===== src/rtl/tug_if.sv =====
// Tug-of-war round controller bus: player pulses in, rope/score/status out.
// The controller uses the slave modport; the player/input side uses master.
interface tug_if #(
  parameter int POS_W = 4,
  parameter int SC_W  = 2
);
  logic             start;
  logic             push_l;
  logic             push_r;
  logic [POS_W-1:0] pos;
  logic [1:0]       state;
  logic             round_active;
  logic             win_l;
  logic             win_r;
  logic [SC_W-1:0]  score_l;
  logic [SC_W-1:0]  score_r;
  logic             match_over;
  logic             foul_l;
  logic             foul_r;

  modport master (
    output start, push_l, push_r,
    input  pos, state, round_active, win_l, win_r,
    input  score_l, score_r, match_over, foul_l, foul_r
  );

  modport slave (
    input  start, push_l, push_r,
    output pos, state, round_active, win_l, win_r,
    output score_l, score_r, match_over, foul_l, foul_r
  );
endinterface


===== src/rtl/tug_round_ctrl.sv =====
// Tug-of-war round sequencer and push arbiter.
// Owns rope position, countdown, round winner and match score.
// Optional feature macro TUG_FOUL_EN: a push during the countdown is a false
// start (offender flagged, opponent awarded the round). Without it, countdown
// pushes are ignored and the foul outputs stay 0.
module tug_round_ctrl #(
  parameter int HALF       = 4,
  parameter int POS_W      = 4,
  parameter int CD_CYCLES  = 8,
  parameter int MATCH_WINS = 3,
  parameter int SC_W       = 2
) (
  input logic   clk,
  input logic   rst,
  tug_if.slave  bus
);

  typedef enum logic [1:0] {
    IDLE     = 2'b00,
    CDOWN    = 2'b01,
    PLAY     = 2'b10,
    WIN_OVER = 2'b11
  } state_t;

  localparam int CNT_W = (CD_CYCLES > 1) ? $clog2(CD_CYCLES) : 1;
  localparam logic [POS_W-1:0] CENTRE  = POS_W'(HALF);
  localparam logic [POS_W-1:0] TOP     = POS_W'(2 * HALF);
  localparam logic [SC_W-1:0]  WINS    = SC_W'(MATCH_WINS);
  localparam logic [CNT_W-1:0] CD_LOAD = CNT_W'(CD_CYCLES - 1);

  state_t           state_q, state_nx;
  logic [CNT_W-1:0] cnt_q, cnt_nx;
  logic [POS_W-1:0] pos_q, pos_nx;
  logic             active_q, active_nx;
  logic             win_l_q, win_l_nx, win_r_q, win_r_nx;
  logic [SC_W-1:0]  score_l_q, score_l_nx, score_r_q, score_r_nx;
  logic             match_q, match_nx;
  logic             foul_l_q, foul_l_nx, foul_r_q, foul_r_nx;
  logic [SC_W-1:0]  inc_l, inc_r;

  // State and output registers; reset is asynchronous and immediate.
  always_ff @(posedge clk or negedge rst) begin
    if (!rst) begin
      state_q   <= IDLE;
      cnt_q     <= CNT_W'(0);
      pos_q     <= CENTRE;
      active_q  <= 1'b0;
      win_l_q   <= 1'b0;
      win_r_q   <= 1'b0;
      score_l_q <= SC_W'(0);
      score_r_q <= SC_W'(0);
      match_q   <= 1'b0;
      foul_l_q  <= 1'b0;
      foul_r_q  <= 1'b0;
    end else begin
      state_q   <= state_nx;
      cnt_q     <= cnt_nx;
      pos_q     <= pos_nx;
      active_q  <= active_nx;
      win_l_q   <= win_l_nx;
      win_r_q   <= win_r_nx;
      score_l_q <= score_l_nx;
      score_r_q <= score_r_nx;
      match_q   <= match_nx;
      foul_l_q  <= foul_l_nx;
      foul_r_q  <= foul_r_nx;
    end
  end

  // Next-state logic: round sequencing, push arbitration and scoring.
  always_comb begin
    state_nx   = state_q;
    cnt_nx     = cnt_q;
    pos_nx     = pos_q;
    win_l_nx   = win_l_q;
    win_r_nx   = win_r_q;
    score_l_nx = score_l_q;
    score_r_nx = score_r_q;
    match_nx   = match_q;
    foul_l_nx  = foul_l_q;
    foul_r_nx  = foul_r_q;
    inc_l      = score_l_q + SC_W'(1);
    inc_r      = score_r_q + SC_W'(1);

    case (state_q)
      IDLE: begin
        if (bus.start) begin
          state_nx = CDOWN;
          cnt_nx   = CD_LOAD;
          pos_nx   = CENTRE;
        end else begin
          state_nx = IDLE;
        end
      end

      CDOWN: begin
`ifdef TUG_FOUL_EN
        if (bus.push_l && bus.push_r) begin
          foul_l_nx = 1'b1;
          foul_r_nx = 1'b1;
          state_nx  = WIN_OVER;
        end else if (bus.push_l) begin
          foul_l_nx  = 1'b1;
          win_r_nx   = 1'b1;
          score_r_nx = inc_r;
          match_nx   = (inc_r == WINS);
          state_nx   = WIN_OVER;
        end else if (bus.push_r) begin
          foul_r_nx  = 1'b1;
          win_l_nx   = 1'b1;
          score_l_nx = inc_l;
          match_nx   = (inc_l == WINS);
          state_nx   = WIN_OVER;
        end else
`endif
        if (cnt_q == CNT_W'(0)) begin
          state_nx = PLAY;
        end else begin
          cnt_nx = cnt_q - CNT_W'(1);
        end
      end

      PLAY: begin
        if (bus.push_r && !bus.push_l) begin
          pos_nx = pos_q + POS_W'(1);
          if (pos_q + POS_W'(1) == TOP) begin
            win_r_nx   = 1'b1;
            score_r_nx = inc_r;
            match_nx   = (inc_r == WINS);
            state_nx   = WIN_OVER;
          end else begin
            state_nx = PLAY;
          end
        end else if (bus.push_l && !bus.push_r) begin
          pos_nx = pos_q - POS_W'(1);
          if (pos_q == POS_W'(1)) begin
            win_l_nx   = 1'b1;
            score_l_nx = inc_l;
            match_nx   = (inc_l == WINS);
            state_nx   = WIN_OVER;
          end else begin
            state_nx = PLAY;
          end
        end else begin
          state_nx = PLAY;
        end
      end

      WIN_OVER: begin
        if (bus.start) begin
          win_l_nx  = 1'b0;
          win_r_nx  = 1'b0;
          foul_l_nx = 1'b0;
          foul_r_nx = 1'b0;
          pos_nx    = CENTRE;
          cnt_nx    = CD_LOAD;
          state_nx  = CDOWN;
          if (match_q) begin
            score_l_nx = SC_W'(0);
            score_r_nx = SC_W'(0);
            match_nx   = 1'b0;
          end else begin
            match_nx = 1'b0;
          end
        end else begin
          state_nx = WIN_OVER;
        end
      end

      default: begin
        state_nx = IDLE;
        pos_nx   = CENTRE;
      end
    endcase

    active_nx = (state_nx == PLAY);
  end

  assign bus.pos          = pos_q;
  assign bus.state        = state_q;
  assign bus.round_active = active_q;
  assign bus.win_l        = win_l_q;
  assign bus.win_r        = win_r_q;
  assign bus.score_l      = score_l_q;
  assign bus.score_r      = score_r_q;
  assign bus.match_over   = match_q;
  assign bus.foul_l       = foul_l_q;
  assign bus.foul_r       = foul_r_q;

endmodule

===== src/flat_wrapper.sv =====
// flat-port wrapper written by rule: the top's interface ports become plain ports
module tug_round_ctrl_flat 
#(
  parameter int HALF       = 4,
  parameter int POS_W      = 4,
  parameter int CD_CYCLES  = 8,
  parameter int MATCH_WINS = 3,
  parameter int SC_W       = 2
)
  (clk, rst, bus_start, bus_push_l, bus_push_r, bus_pos, bus_state, bus_round_active, bus_win_l, bus_win_r, bus_score_l, bus_score_r, bus_match_over, bus_foul_l, bus_foul_r);
  tug_if #(.POS_W(POS_W), .SC_W(SC_W)) bus_i ();
  input logic clk;
  input logic rst;
  input wire logic [$bits(bus_i.start)-1:0] bus_start;
  input wire logic [$bits(bus_i.push_l)-1:0] bus_push_l;
  input wire logic [$bits(bus_i.push_r)-1:0] bus_push_r;
  output wire logic [$bits(bus_i.pos)-1:0] bus_pos;
  output wire logic [$bits(bus_i.state)-1:0] bus_state;
  output wire logic [$bits(bus_i.round_active)-1:0] bus_round_active;
  output wire logic [$bits(bus_i.win_l)-1:0] bus_win_l;
  output wire logic [$bits(bus_i.win_r)-1:0] bus_win_r;
  output wire logic [$bits(bus_i.score_l)-1:0] bus_score_l;
  output wire logic [$bits(bus_i.score_r)-1:0] bus_score_r;
  output wire logic [$bits(bus_i.match_over)-1:0] bus_match_over;
  output wire logic [$bits(bus_i.foul_l)-1:0] bus_foul_l;
  output wire logic [$bits(bus_i.foul_r)-1:0] bus_foul_r;
  assign bus_i.start = bus_start;
  assign bus_i.push_l = bus_push_l;
  assign bus_i.push_r = bus_push_r;
  assign bus_pos = bus_i.pos;
  assign bus_state = bus_i.state;
  assign bus_round_active = bus_i.round_active;
  assign bus_win_l = bus_i.win_l;
  assign bus_win_r = bus_i.win_r;
  assign bus_score_l = bus_i.score_l;
  assign bus_score_r = bus_i.score_r;
  assign bus_match_over = bus_i.match_over;
  assign bus_foul_l = bus_i.foul_l;
  assign bus_foul_r = bus_i.foul_r;
  tug_round_ctrl #(.HALF(HALF), .POS_W(POS_W), .CD_CYCLES(CD_CYCLES), .MATCH_WINS(MATCH_WINS), .SC_W(SC_W)) u_core (.clk(clk), .rst(rst), .bus(bus_i));
endmodule

===== config.mk =====
export PLATFORM = sky130hd
export DESIGN_NAME = tug_round_ctrl_flat
export DESIGN_NICKNAME = d
export VERILOG_FILES = /design/src/rtl/tug_if.sv /design/src/rtl/tug_round_ctrl.sv /design/src/flat_wrapper.sv
export SDC_FILE = /design/constraint.sdc
export NUM_CORES = 1
export LEC_CHECK = 0
export BUFFER_PORTS_ARGS = -buffer_cell sky130_fd_sc_hd__buf_2
export CAP_MARGIN = 20
export CORE_ASPECT_RATIO = 0.6
export CORE_UTILIZATION = 38
export DETAILED_ROUTE_END_ITERATION = 7
export MAX_ROUTING_LAYER = met4
export SYNTH_ARGS = -nofsm -noshare
export SYNTH_HDL_FRONTEND = slang
export SYNTH_SLANG_ARGS = --single-unit
export TNS_END_PERCENT = 5

===== constraint.sdc =====
create_clock -name clk -period 2.4 [get_ports clk]
set_input_delay 0.6 -clock clk [delete_from_list [all_inputs] [get_ports clk]]
set_output_delay 0.6 -clock clk [all_outputs]
set_load 0.05 [all_outputs]

## After elaboration in Yosys (flattened, before gate mapping)

Cells that the tools add are included.

| cells by class | value |
|---|---|
| reduce and logical (&&, ||, !) cells | 17 |
| equal/unequal tests | 20 |
| multiplexer cells | 37 |
| add/sub/neg operators | 5 |

Operators with widths:

| cell | number |
|---|---|
| $mux W2 | 10 |
| $reduce_and A5 Y1 | 3 |
| $mux W1 | 14 |
| $mux W4 | 3 |
| $ne A2 B1 Y1 const B | 6 |
| $eq A2 B2 Y1 const B | 5 |
| $pmux W2 S2 | 2 |
| $pmux W2 S4 | 1 |
| $pmux W4 S2 | 1 |
| $mux W3 | 2 |
| $ne A2 B2 Y1 const B | 3 |
| $ne A3 B1 Y1 const B | 2 |
| $pmux W1 S2 | 3 |
| $pmux W3 S2 | 1 |
| $reduce_and A3 Y1 | 2 |
| $reduce_and A6 Y1 | 1 |
| $reduce_bool A2 Y1 | 3 |
| $add A2 B1 Y2 const B | 2 |
| $add A4 B1 Y4 const B | 1 |
| $eq A4 B1 Y1 const B | 1 |
| $eq A4 B4 Y1 const B | 1 |
| $reduce_and A4 Y1 | 1 |
| $sub A4 B1 Y4 const B | 1 |
| $logic_not A3 Y1 | 1 |
| 7 further kinds | 9 |

| word-level totals | value |
|---|---|
| bits in registers | 17 |
| word-level logic and storage cells | 88 |
| output and inout bits | 16 |

## Depth between registers and ports, before layout

Gate-level depths: netlist of run 1.

| logic depth | value |
|---|---|
| word-level depth | 6 |
| depth in mapped cells | 7 |
| depth with buffers taken out | 7 |

## Least setup slack after synthesis of run 1

No wires, ideal clock.

| timing | value |
|---|---|
| kind | reg2reg |
| start point | reg u_core.state_q[0], in the netlist u_core.bus.state[0] |
| end point | reg u_core.score_l_q[1], in the netlist u_core.bus.score_l[1] |
| setup slack | 362 ps |
| data arrival time | 1,912 ps |
| buffers on the path | 1 |
| stages on the path, launching flop included | 8 |
| library setup time | 126 ps |
| path through | dfrtp_1 -> inv_1 -> ha_1 -> buf_2 -> inv_1 -> a31oi_1 -> a221o_1 -> a221o_1 |

| between the ends | value |
|---|---|
| word-level cells in the longest chain between the ends | 3 |

RTL lines:

| what | RTL line | text |
|---|---|---|
| from (decl) | tug_round_ctrl.sv:31 | `state_t state_q, state_nx;` |
| from (signal assigned) | tug_round_ctrl.sv:56 | `state_q <= state_nx;` |
| $eq A2 B2 Y1 | tug_round_ctrl.sv:85 | `case (state_q)` |
| $ne A2 B1 Y1 (no line), or another cell as far along | - |  |
| $reduce_and A6 Y1 (no line) | - |  |
| to (signal assigned) | tug_round_ctrl.sv:62 | `score_l_q <= score_l_nx;` |
| to (decl) | tug_round_ctrl.sv:36 | `logic [SC_W-1:0] score_l_q, score_l_nx, score_r_q, score_r_nx;` |

Parallel ways exist; a longest one is shown, timed or not.
A chain may end at the register's enable or synchronous reset.

## Final worst setup path of run 1

Ends and elaborated chain as after synthesis.

==> flow_metrics.py, run 1 <==
metrics = {
    "status": {
        "status": "finished, final reports clean",
    },
    "critical_path": {
        "crit_top_cell": "a221o_1",
        "slowest_stage": "dfrtp_1",
        "crit_type": "flop to flop",
        "path_cells": "inv_1, ha_1, nand2b_1, a221o_1, a221o_1",
        "crit_fanout": 8,
        "crit_arrival_ns": 2.15,
        "required_ns": 2.54,
        "critPathCaptureType": "flop",
        "cp_slowest_stage_delay_ns": 0.44,
        "worst_setup_path_start_kind": "flop",
    },
    "floorplanning": {
        "core_region_area_um2": 2947,
        "dieWidth_um": 74.66,
        "die_y_um": 45.60,
        "start_util": 0.4085,
        "die_area_um2": 3404,
        "io_pins": 21,
        "fp-row-count": 15,
    },
    "final_layout": {
        "antennaDiodeCount": 0,
        "fin_util": 0.4637,
        "multiInputGateArea_um2": 691.9,
        "layout-drive-gt1-share": 0.2292,
        "area_delta_synth_final_pct": 13.51,
        "final_cells": 186,
        "seq_area_um2": 426.7,
        "n_fill_cell": 296,
        "nNetsFinal": 160,
    },
    "sta": {
        "fmax_ghz": 0.4992,
        "fin_skew_ns": 0.002437,
        "rsz0062_at_grt": "no",
        "max-slew-margin-rel": 0.6019,
        "tightest_slew_ns": 0.5959,
        "finalSetupViolCount": 0,
        "drv_slew": 0,
        "postLayoutSetupSlackWorst_ns": 0.3969,
        "period_share": 0.8346,
        "period_needed_ns": 2.003,
        "hold_viol": 0,
        "setup_tns_ns": 0,
    },
    "yosys": {
        "synth-edff-count": 0,
        "synth_warnings": 0,
        "synthArstFlopShare": 1.000,
        "syn_avg_cell_area_um2": 9.629,
        "synth_top_area_cell": "dfrtp_1",
        "ys_types": 41,
        "yosysSeqAreaShare": 0.3545,
        "synth_area_leaders": "dfrtp_1, ha_1, inv_1",
        "ys_dominant_reg_cell": "dfrtp_1",
        "syn_area_um2": 1204,
        "synth_top_area_frac": 0.3326,
        "syn_inst": 125,
        "ys_seq_elements": 17,
    },
    "job": {
        "cap_violations": 0,
    },
    "clock_tree": {
        "post-cts-setup-buffer-count": 0,
        "cts_max_level": 1,
        "post_cts_resized": 0,
        "cts_tree": "yes",
        "numClockSinks": 17,
        "numCtsBuffers": 3,
        "path_clk_slew_ns": 0.07,
        "cts_hold_buf": 0,
        "clk_path_buf_depth": 2,
        "clock-root-buffer": "clkbuf_8",
        "clk_latency_ns": 0.26,
    },
    "power": {
        "p_sw_mw": 0.7318,
        "intPower_mw": 0.7677,
        "power_mw": 1.500,
        "p_leak_nw": 0.6330,
        "power_density_nw_per_um2": 1097,
        "sequentialPowerShare": 0.331,
        "clkPwrFrac": 0.150,
        "switching_share": 0.4880,
        "irDropWorstVdd_v": 0.0005959,
        "pwr-share-comb": 0.520,
    },
    "place": {
        "placed_cells": 182,
        "port_buffers": 18,
        "pre_cts_slack_ns": 0.2247,
        "hpwl_um": 1883,
        "place_congestion": 0.7406,
    },
    "routing": {
        "dr.pass1.iters": 4,
        "wl_um": 2483,
        "antenna_left": 0,
        "via_count": 983,
        "drcViolationCount": 0,
        "via_per_inst": 5.285,
        "wl_per_cell_um": 13.35,
        "dr.first_iter.drc_count": 49,
    },
    "global_routing": {
        "grt_antenna_before_repair": 0,
        "gr-usage-all-layers": 0.1610,
        "grt_pass1_vias": 778,
        "grt_pass1_wl_um": 3829,
        "grt_max_degree": 18,
        "grt.overflow.total": 0,
    },
    "worst_hold_path": {
        "hold_path_class": "input port to asynchronous set/reset pin",
    },
}
layout by cell type, fill, tap and decap left out, types with 2 or more instances in the layout:
cell type  Yosys  final
nand2_1        6      6
nand4_1        3      3
nor2_1         9      9
nand2b_1       4      4
nor2b_1        4      4
a221o_1        2      2
mux2i_1        3      3
a31oi_1        5      5
dfrtp_1       16     16
o311ai_2       2      2
a32o_1         2      2
buf_2          2     18
inv_1         14     14
nand3_1        5      5
a21oi_1        6      6
conb_1         1      2
clkbuf_8       0      3
a22o_1         2      2
a2bb2oi_1      2      2
ha_1          10     10
o21ai_0        5      5
per-layer routing:
| metal | vias to the layer above | track usage | wire (um) |
|---|---|---|---|
| met5 | - | - | 0 |
| met4 | 0 | 0.04528 | 14 |
| met3 | 2 | 0.05310 | 109 |
| met2 | 20 | 0.2126 | 1021 |
| met1 | 478 | 0.2294 | 1339 |
| li1 | 483 | - | - |
area by class of cell:
class | instances | share of cell area
inverter | 14 | 0.03846
clock buffer | 4 | 0.03297
sequential | 17 | 0.3123
multi-input combinational | 90 | 0.5064
timing repair buffer | 19 | 0.07143
tap | 42 | 0.03846
critical path: cells and delay by family (launching register included):
| family | cells | cell delay, ns |
|---|---|---|
| flip-flops | 1 | 0.44 |
| buffers and inverters | 1 | 0.11 |
| AO/OA/AOI/OAI | 2 | 0.73 |
| AND/OR/NAND/NOR | 1 | 0.26 |
| adder cells (fa/ha/maj) | 1 | 0.36 |
cells by family (layout without fill, tap and decap cells):
family                   count (synthesis)  after routing  share of synthesized area
multiplexers                             4              4                    0.03430
AND/OR/NAND/NOR                         40             40                     0.1933
XOR/XNOR                                 1              1                   0.007278
AO/OA/AOI/OAI                           33             33                     0.2297
adder cells (fa/ha/maj)                 10             10                     0.1040
buffers and inverters                   19             37                    0.07380
other                                    1              2                   0.003116
flip-flops                              17             17                     0.3545
power groups by stage:
stage | clock, mW | combinational (mW) | sequential (mW)
floorplan | 0 | 0.409 | 0.703
global placement | 0 | 0.774 | 0.493
detailed placement | 0 | 0.781 | 0.501
CTS | 0.230 | 0.783 | 0.496
global route | 0.239 | 0.860 | 0.516
finish | 0.224 | 0.779 | 0.496
through the flow:
step / hold slack, ns / area [um2]
4_1_cts: 0.2739 / 1366
2_1_floorplan: 0.3044 / 1207
6_report: 0.2641 / 1366
3_3_place_gp: 0.5010 / 1321
5_1_grt: 0.2848 / 1366
3_5_place_dp: 0.5112 / 1321
path summary, 6_finish.rpt:
kind | startpoint | end | slack [ns] | cells past startpoint
worst max-delay path | u_core.bus.state[0] | u_core.bus.score_l[1] | 0.40 | 5
worst max register to register | u_core.bus.state[0] | u_core.bus.score_l[1] | 0.40 | 5
max in group asynchronous | rst | u_core.bus.pos[2] | 1.82 | 1
worst min register to register | u_core.bus.win_l | u_core.bus.win_l | 0.52 | 2
worst min-delay path | rst | u_core.bus.match_over | 0.26 | 1
min in group clk | u_core.bus.win_l | u_core.bus.win_l | 0.52 | 2
registers in the layout (all words and copies together) (netlist names):
register	count
u_core.bus.pos	4
u_core.cnt_q	3
u_core.bus.score_l	2
u_core.bus.score_r	2
u_core.bus.state	2
u_core.bus.match_over	1
u_core.bus.round_active	1
u_core.bus.win_l	1
u_core.bus.win_r	1
synthesized netlist by cell type (3+ instances only):
library cell	count
inv_1	14
nand3_1	5
nor2_1	9
dfrtp_1	16
nand2_1	6
nand2b_1	4
nor2b_1	4
a21oi_1	6
mux2i_1	3
a31oi_1	5
nand4_1	3
ha_1	10
o21ai_0	5
Power figures use the tool's default switching activity.
==> run 2, diff against run 1 <==
clock period = 2.1 ns   (was 2.4 ns; I/O delays follow)
==> run 2 against run 1 <==
Sequential share of layout area shrank 0.48 points. Combinational power grew 16%. Sequential power grew 14%. Maximum frequency grew 4.9%. Clock-buffer cell count is the same. Final cell count grew 1.1%. Cell area grew 1.6%. Register-to-register slack lost 0.21 ns. Critical path depth grew 1. Non-clock buffer count grew 2. Critical path type unchanged. Largest power group unchanged. Highest routed layer unchanged.
==> flow_metrics.py, run 2 (synthesized netlist as in run 1, its figures left out) <==
metrics = {
    "floorplanning": {
        "die_y_um": 45.60,
        "dieWidth_um": 74.66,
        "io_pins": 21,
        "die_area_um2": 3404,
        "start_util": 0.4085,
        "fp-row-count": 15,
        "core_region_area_um2": 2947,
    },
    "final_layout": {
        "most-common-layout-cells": "buf_2, dfrtp_1, inv_1, ha_1, nor2_1",
        "antennaDiodeCount": 0,
        "layout_commonest_cell": "buf_2",
        "fin_util": 0.4709,
        "layout-drive-gt1-share": 0.2466,
        "nNetsFinal": 162,
        "area_delta_synth_final_pct": 15.28,
        "largest_reg_flops": 4,
        "final_cells": 188,
    },
    "sta": {
        "rsz0062_at_grt": "no",
        "fin_skew_ns": 0.001486,
        "period_share": 0.9095,
        "hold_viol": 0,
        "period_needed_ns": 1.910,
        "fmax_ghz": 0.5236,
        "drv_slew": 0,
        "finalSetupViolCount": 0,
        "setup_tns_ns": 0,
    },
    "routing": {
        "drcViolationCount": 0,
        "dr.pass1.iters": 4,
        "wl_per_cell_um": 13.66,
        "wl_um": 2568,
        "via_per_inst": 5.218,
        "dr.first_iter.drc_count": 45,
        "via_count": 981,
        "antenna_left": 0,
    },
    "critical_path": {
        "required_ns": 2.24,
        "reg2reg_depth": 6,
        "critPathCaptureType": "flop",
        "crit_fanout": 8,
        "worst_setup_path_start_kind": "flop",
        "crit_arrival_ns": 2.05,
        "crit_type": "flop to flop",
    },
    "clock_tree": {
        "clk_latency_ns": 0.25,
        "cts_hold_buf": 0,
        "clk_path_buf_depth": 2,
        "path_clk_slew_ns": 0.06,
        "post-cts-setup-buffer-count": 0,
        "post_cts_resized": 0,
        "numClockSinks": 17,
        "cts_tree": "yes",
        "numCtsBuffers": 3,
        "cts_max_level": 1,
        "clock-root-buffer": "clkbuf_8",
    },
    "status": {
        "status": "finished, final reports clean",
    },
    "global_routing": {
        "grt_max_degree": 18,
        "grt_antenna_before_repair": 0,
        "grt_pass1_vias": 882,
        "grt_pass1_wl_um": 4057,
        "gr-usage-all-layers": 0.1714,
        "grt.overflow.total": 0,
    },
    "power": {
        "irDropWorstVdd_v": 0.0006455,
        "p_leak_nw": 0.6426,
        "power_density_nw_per_um2": 1236,
    },
    "place": {
        "placed_cells": 184,
        "port_buffers": 18,
        "place_congestion": 0.7694,
        "hpwl_um": 1951,
    },
    "worst_hold_path": {
        "hold_path_class": "input port to asynchronous set/reset pin",
    },
    "job": {
        "cap_violations": 0,
    },
}
## run 2: worst paths after layout
path / slack [ns] / startpoint / to
max: 0.19 / u_core.bus.state[0] / u_core.bus.score_l[1]
min: 0.19 / rst / u_core.bus.score_l[1]
max reg2reg: 0.19 / u_core.bus.state[0] / u_core.bus.score_l[1]
min reg2reg: 0.52 / u_core.bus.win_l / u_core.bus.win_l
max in group asynchronous: 1.60 / rst / u_core.bus.pos[2]
min in group clk: 0.52 / u_core.bus.win_l / u_core.bus.win_l
## run 2: through the flow
step / total power, mW / cell area, um2 / hold WS [ns] / setup WS (ns)
4_1_cts: 1.723 / 1381 / 0.2018 / 0.1098
3_3_place_gp: 1.454 / 1336 / 0.4763 / 0.1679
6_report: 1.715 / 1388 / 0.1862 / 0.1900
3_5_place_dp: 1.470 / 1336 / 0.4800 / 0.1308
2_1_floorplan: 1.271 / 1207 / 0.2294 / 0.06228
5_1_grt: 1.847 / 1388 / 0.2089 / 0.08078
## run 2: layout make-up
type,count,area [um2]
fill,285,1559
tap,42,52.55
inverter,14,52.55
clock buffer,4,45.04
multi-input combinational,90,698.2
timing repair buffer,21,112.6
sequential,17,426.7
## run 2: metal layers
layer | routed length [um] | track usage | part of all wire
met1 | 1345 | 0.2259 | 0.52
met2 | 1103 | 0.2559 | 0.43
met3 | 100 | 0.05310 | 0.039
met4 | 18 | 0.04528 | 0.0070
met5 | 0 | - | 0
## run 2: power breakdown
group / switching (mW) / internal [mW]
Sequential: 0.134 / 0.430
Clock: 0.114 / 0.135
Combinational: 0.584 / 0.317
Total: 0.832 / 0.882
## run 2: worst max-delay path, cell delays in order (launching register included)
cell	delay, ns
dfrtp_1	0.44
inv_1	0.11
ha_1	0.35
inv_1	0.15
a31oi_2	0.28
a21oi_1	0.14
a221o_1	0.33
==> run 3, diff against run 2 <==
--- a/config.mk
+++ b/config.mk
@@ -7,6 +7,5 @@
 export LEC_CHECK = 0
 export BUFFER_PORTS_ARGS = -buffer_cell sky130_fd_sc_hd__buf_2
-export CAP_MARGIN = 20
-export CORE_ASPECT_RATIO = 0.6
+export CORE_ASPECT_RATIO = 2
 export CORE_UTILIZATION = 38
 export DETAILED_ROUTE_END_ITERATION = 7
==> constraint.sdc (replaced) <==
create_clock -name clk -period 2.1 [get_ports clk]
set_input_delay 0.525 -clock clk [delete_from_list [all_inputs] [get_ports clk]]
set_output_delay 0.525 -clock clk [all_outputs]
set_load 0.1 [all_outputs]
==> run 3 against run 2 <==
Maximum frequency rose by 1.3%. Sequential power rose by 1%. Clock power barely moved. Power rose by 18%. Non-clock buffer count rose by 2. Hold slack got worse by 0.0058 ns. First-iteration DRC count fell by 47%. Critical path type unchanged.
==> flow_metrics.py, run 3 (synthesized netlist as in run 1, its figures left out) <==
metrics = {
    "status": {
        "status": "finished, final reports clean",
    },
    "critical_path": {
        "crit_top_cell": "inv_1",
        "cp_num_buf_inv": 2,
        "crit_type": "flop to flop",
        "path_delay_family": "compound AO/OA/AOI/OAI gates",
        "required_ns": 2.24,
        "crit_arrival_ns": 2.03,
        "cp_slowest_stage_delay_ns": 0.44,
        "reg2reg_depth": 6,
        "critPathCaptureType": "flop",
        "crit_fanout": 7,
        "worst_setup_path_start_kind": "flop",
        "path_cells": "inv_1, ha_1, inv_1, a31oi_1, a21oi_1, a221o_1",
        "worst-path-stages": 6,
        "slowest_stage": "dfrtp_2",
    },
    "global_routing": {
        "grt_max_degree": 18,
        "grt.overflow.total": 0,
        "grt_pass1_vias": 992,
        "gr-usage-all-layers": 0.1667,
        "grt_antenna_before_repair": 0,
        "grt_pass1_wl_um": 4229,
    },
    "floorplanning": {
        "start_util": 0.4042,
        "dieWidth_um": 41.80,
        "die_y_um": 81.59,
        "io_pins": 21,
        "fp-row-count": 28,
        "die_area_um2": 3410,
        "core_region_area_um2": 2978,
    },
    "clock_tree": {
        "cts_tree": "yes",
        "clock-root-buffer": "clkbuf_8",
        "clk_path_buf_depth": 2,
        "numClockSinks": 17,
        "numCtsBuffers": 3,
        "post-cts-setup-buffer-count": 0,
        "cts_max_level": 1,
        "clk_latency_ns": 0.26,
        "cts_hold_buf": 0,
        "path_clk_slew_ns": 0.07,
        "post_cts_resized": 0,
    },
    "final_layout": {
        "antennaDiodeCount": 0,
        "final_cells": 178,
        "most-common-layout-cells": "buf_2, inv_1, dfrtp_1, ha_1, nor2_1",
        "area_delta_synth_final_pct": 15.18,
        "layout-drive-gt1-share": 0.2770,
        "largest_reg_flops": 4,
        "layout_commonest_cell": "buf_2",
        "nNetsFinal": 164,
    },
    "sta": {
        "fmax_ghz": 0.5305,
        "hold_viol": 0,
        "setup_tns_ns": 0,
        "period_share": 0.8976,
        "period_needed_ns": 1.885,
        "finalHoldWorstSlack_ns": 0.1805,
        "fin_skew_ns": 0.001851,
        "drv_slew": 0,
        "postLayoutSetupSlackWorst_ns": 0.2151,
        "finalSetupViolCount": 0,
        "rsz0062_at_grt": "no",
    },
    "routing": {
        "dr.pass1.iters": 4,
        "dr.first_iter.drc_count": 24,
        "wl_per_cell_um": 14.52,
        "antenna_left": 0,
        "via_count": 1023,
        "drcViolationCount": 0,
        "wl_um": 2584,
        "via_per_inst": 5.747,
    },
    "power": {
        "pwr-share-comb": 0.594,
        "irDropWorstVdd_v": 0.001123,
        "sequentialPowerShare": 0.282,
        "p_sw_mw": 1.130,
        "power_density_nw_per_um2": 1462,
        "intPower_mw": 0.8975,
        "switching_share": 0.5573,
        "clkPwrFrac": 0.124,
        "p_leak_nw": 0.6477,
    },
    "worst_hold_path": {
        "hold_path_class": "input port to asynchronous set/reset pin",
    },
    "place": {
        "placed_cells": 174,
        "place_congestion": 0.8273,
        "port_buffers": 18,
        "hpwl_um": 2034,
        "pre_cts_slack_ns": 0.2541,
    },
    "job": {
        "cap_violations": 0,
    },
}
## run 3: layer usage
layer  up-vias  global-route usage  wire (um)
li1        492                   -          -
met1       498              0.1491        923
met2        26              0.3328       1517
met3         7             0.01319         78
met4         0             0.09032         65
met5         -                   -          0
## run 3: power by group through the flow
stage / Clock [mW] / Sequential, mW / Combinational [mW]
final: 0.252 / 0.571 / 1.20
after global routing: 0.267 / 0.592 / 1.29
after CTS: 0.261 / 0.574 / 1.21
after detailed placement: 0 / 0.580 / 1.21
after global placement: 0 / 0.573 / 1.20
after floorplan: 0 / 1.09 / 0.477
## run 3: final timing paths
| path | endpoint | start | slack, ns |
|---|---|---|---|
| worst max-delay path | u_core.bus.score_l[1] | u_core.bus.state[0] | 0.22 |
| worst min-delay path | u_core.cnt_q[2] | rst | 0.18 |
| worst max register to register | u_core.bus.score_l[1] | u_core.bus.state[0] | 0.22 |
| worst min register to register | u_core.bus.win_l | u_core.bus.win_l | 0.52 |
| max in group asynchronous | u_core.bus.pos[2] | rst | 1.61 |
| min in group clk | u_core.bus.win_l | u_core.bus.win_l | 0.52 |
## run 3: cell type report
class	count	area (um2)
inverters	14	52.55
clock buffers	4	45.04
fillers	288	1592
well taps	30	37.54
repair buffers	23	127.6
multi-input cells	90	691.9
flip-flops and latches	17	431.7
## run 3: metrics by stage
| step | instance area, um2 | util | total power [mW] |
|---|---|---|---|
| 4_1_cts | 1386 | 0.4655 | 2.049 |
| 5_1_grt | 1386 | 0.4655 | 2.147 |
| 3_5_place_dp | 1341 | 0.4504 | 1.791 |
| 6_report | 1386 | 0.4655 | 2.027 |
| 2_1_floorplan | 1212 | - | 1.566 |
| 3_3_place_gp | 1341 | 0.4504 | 1.771 |
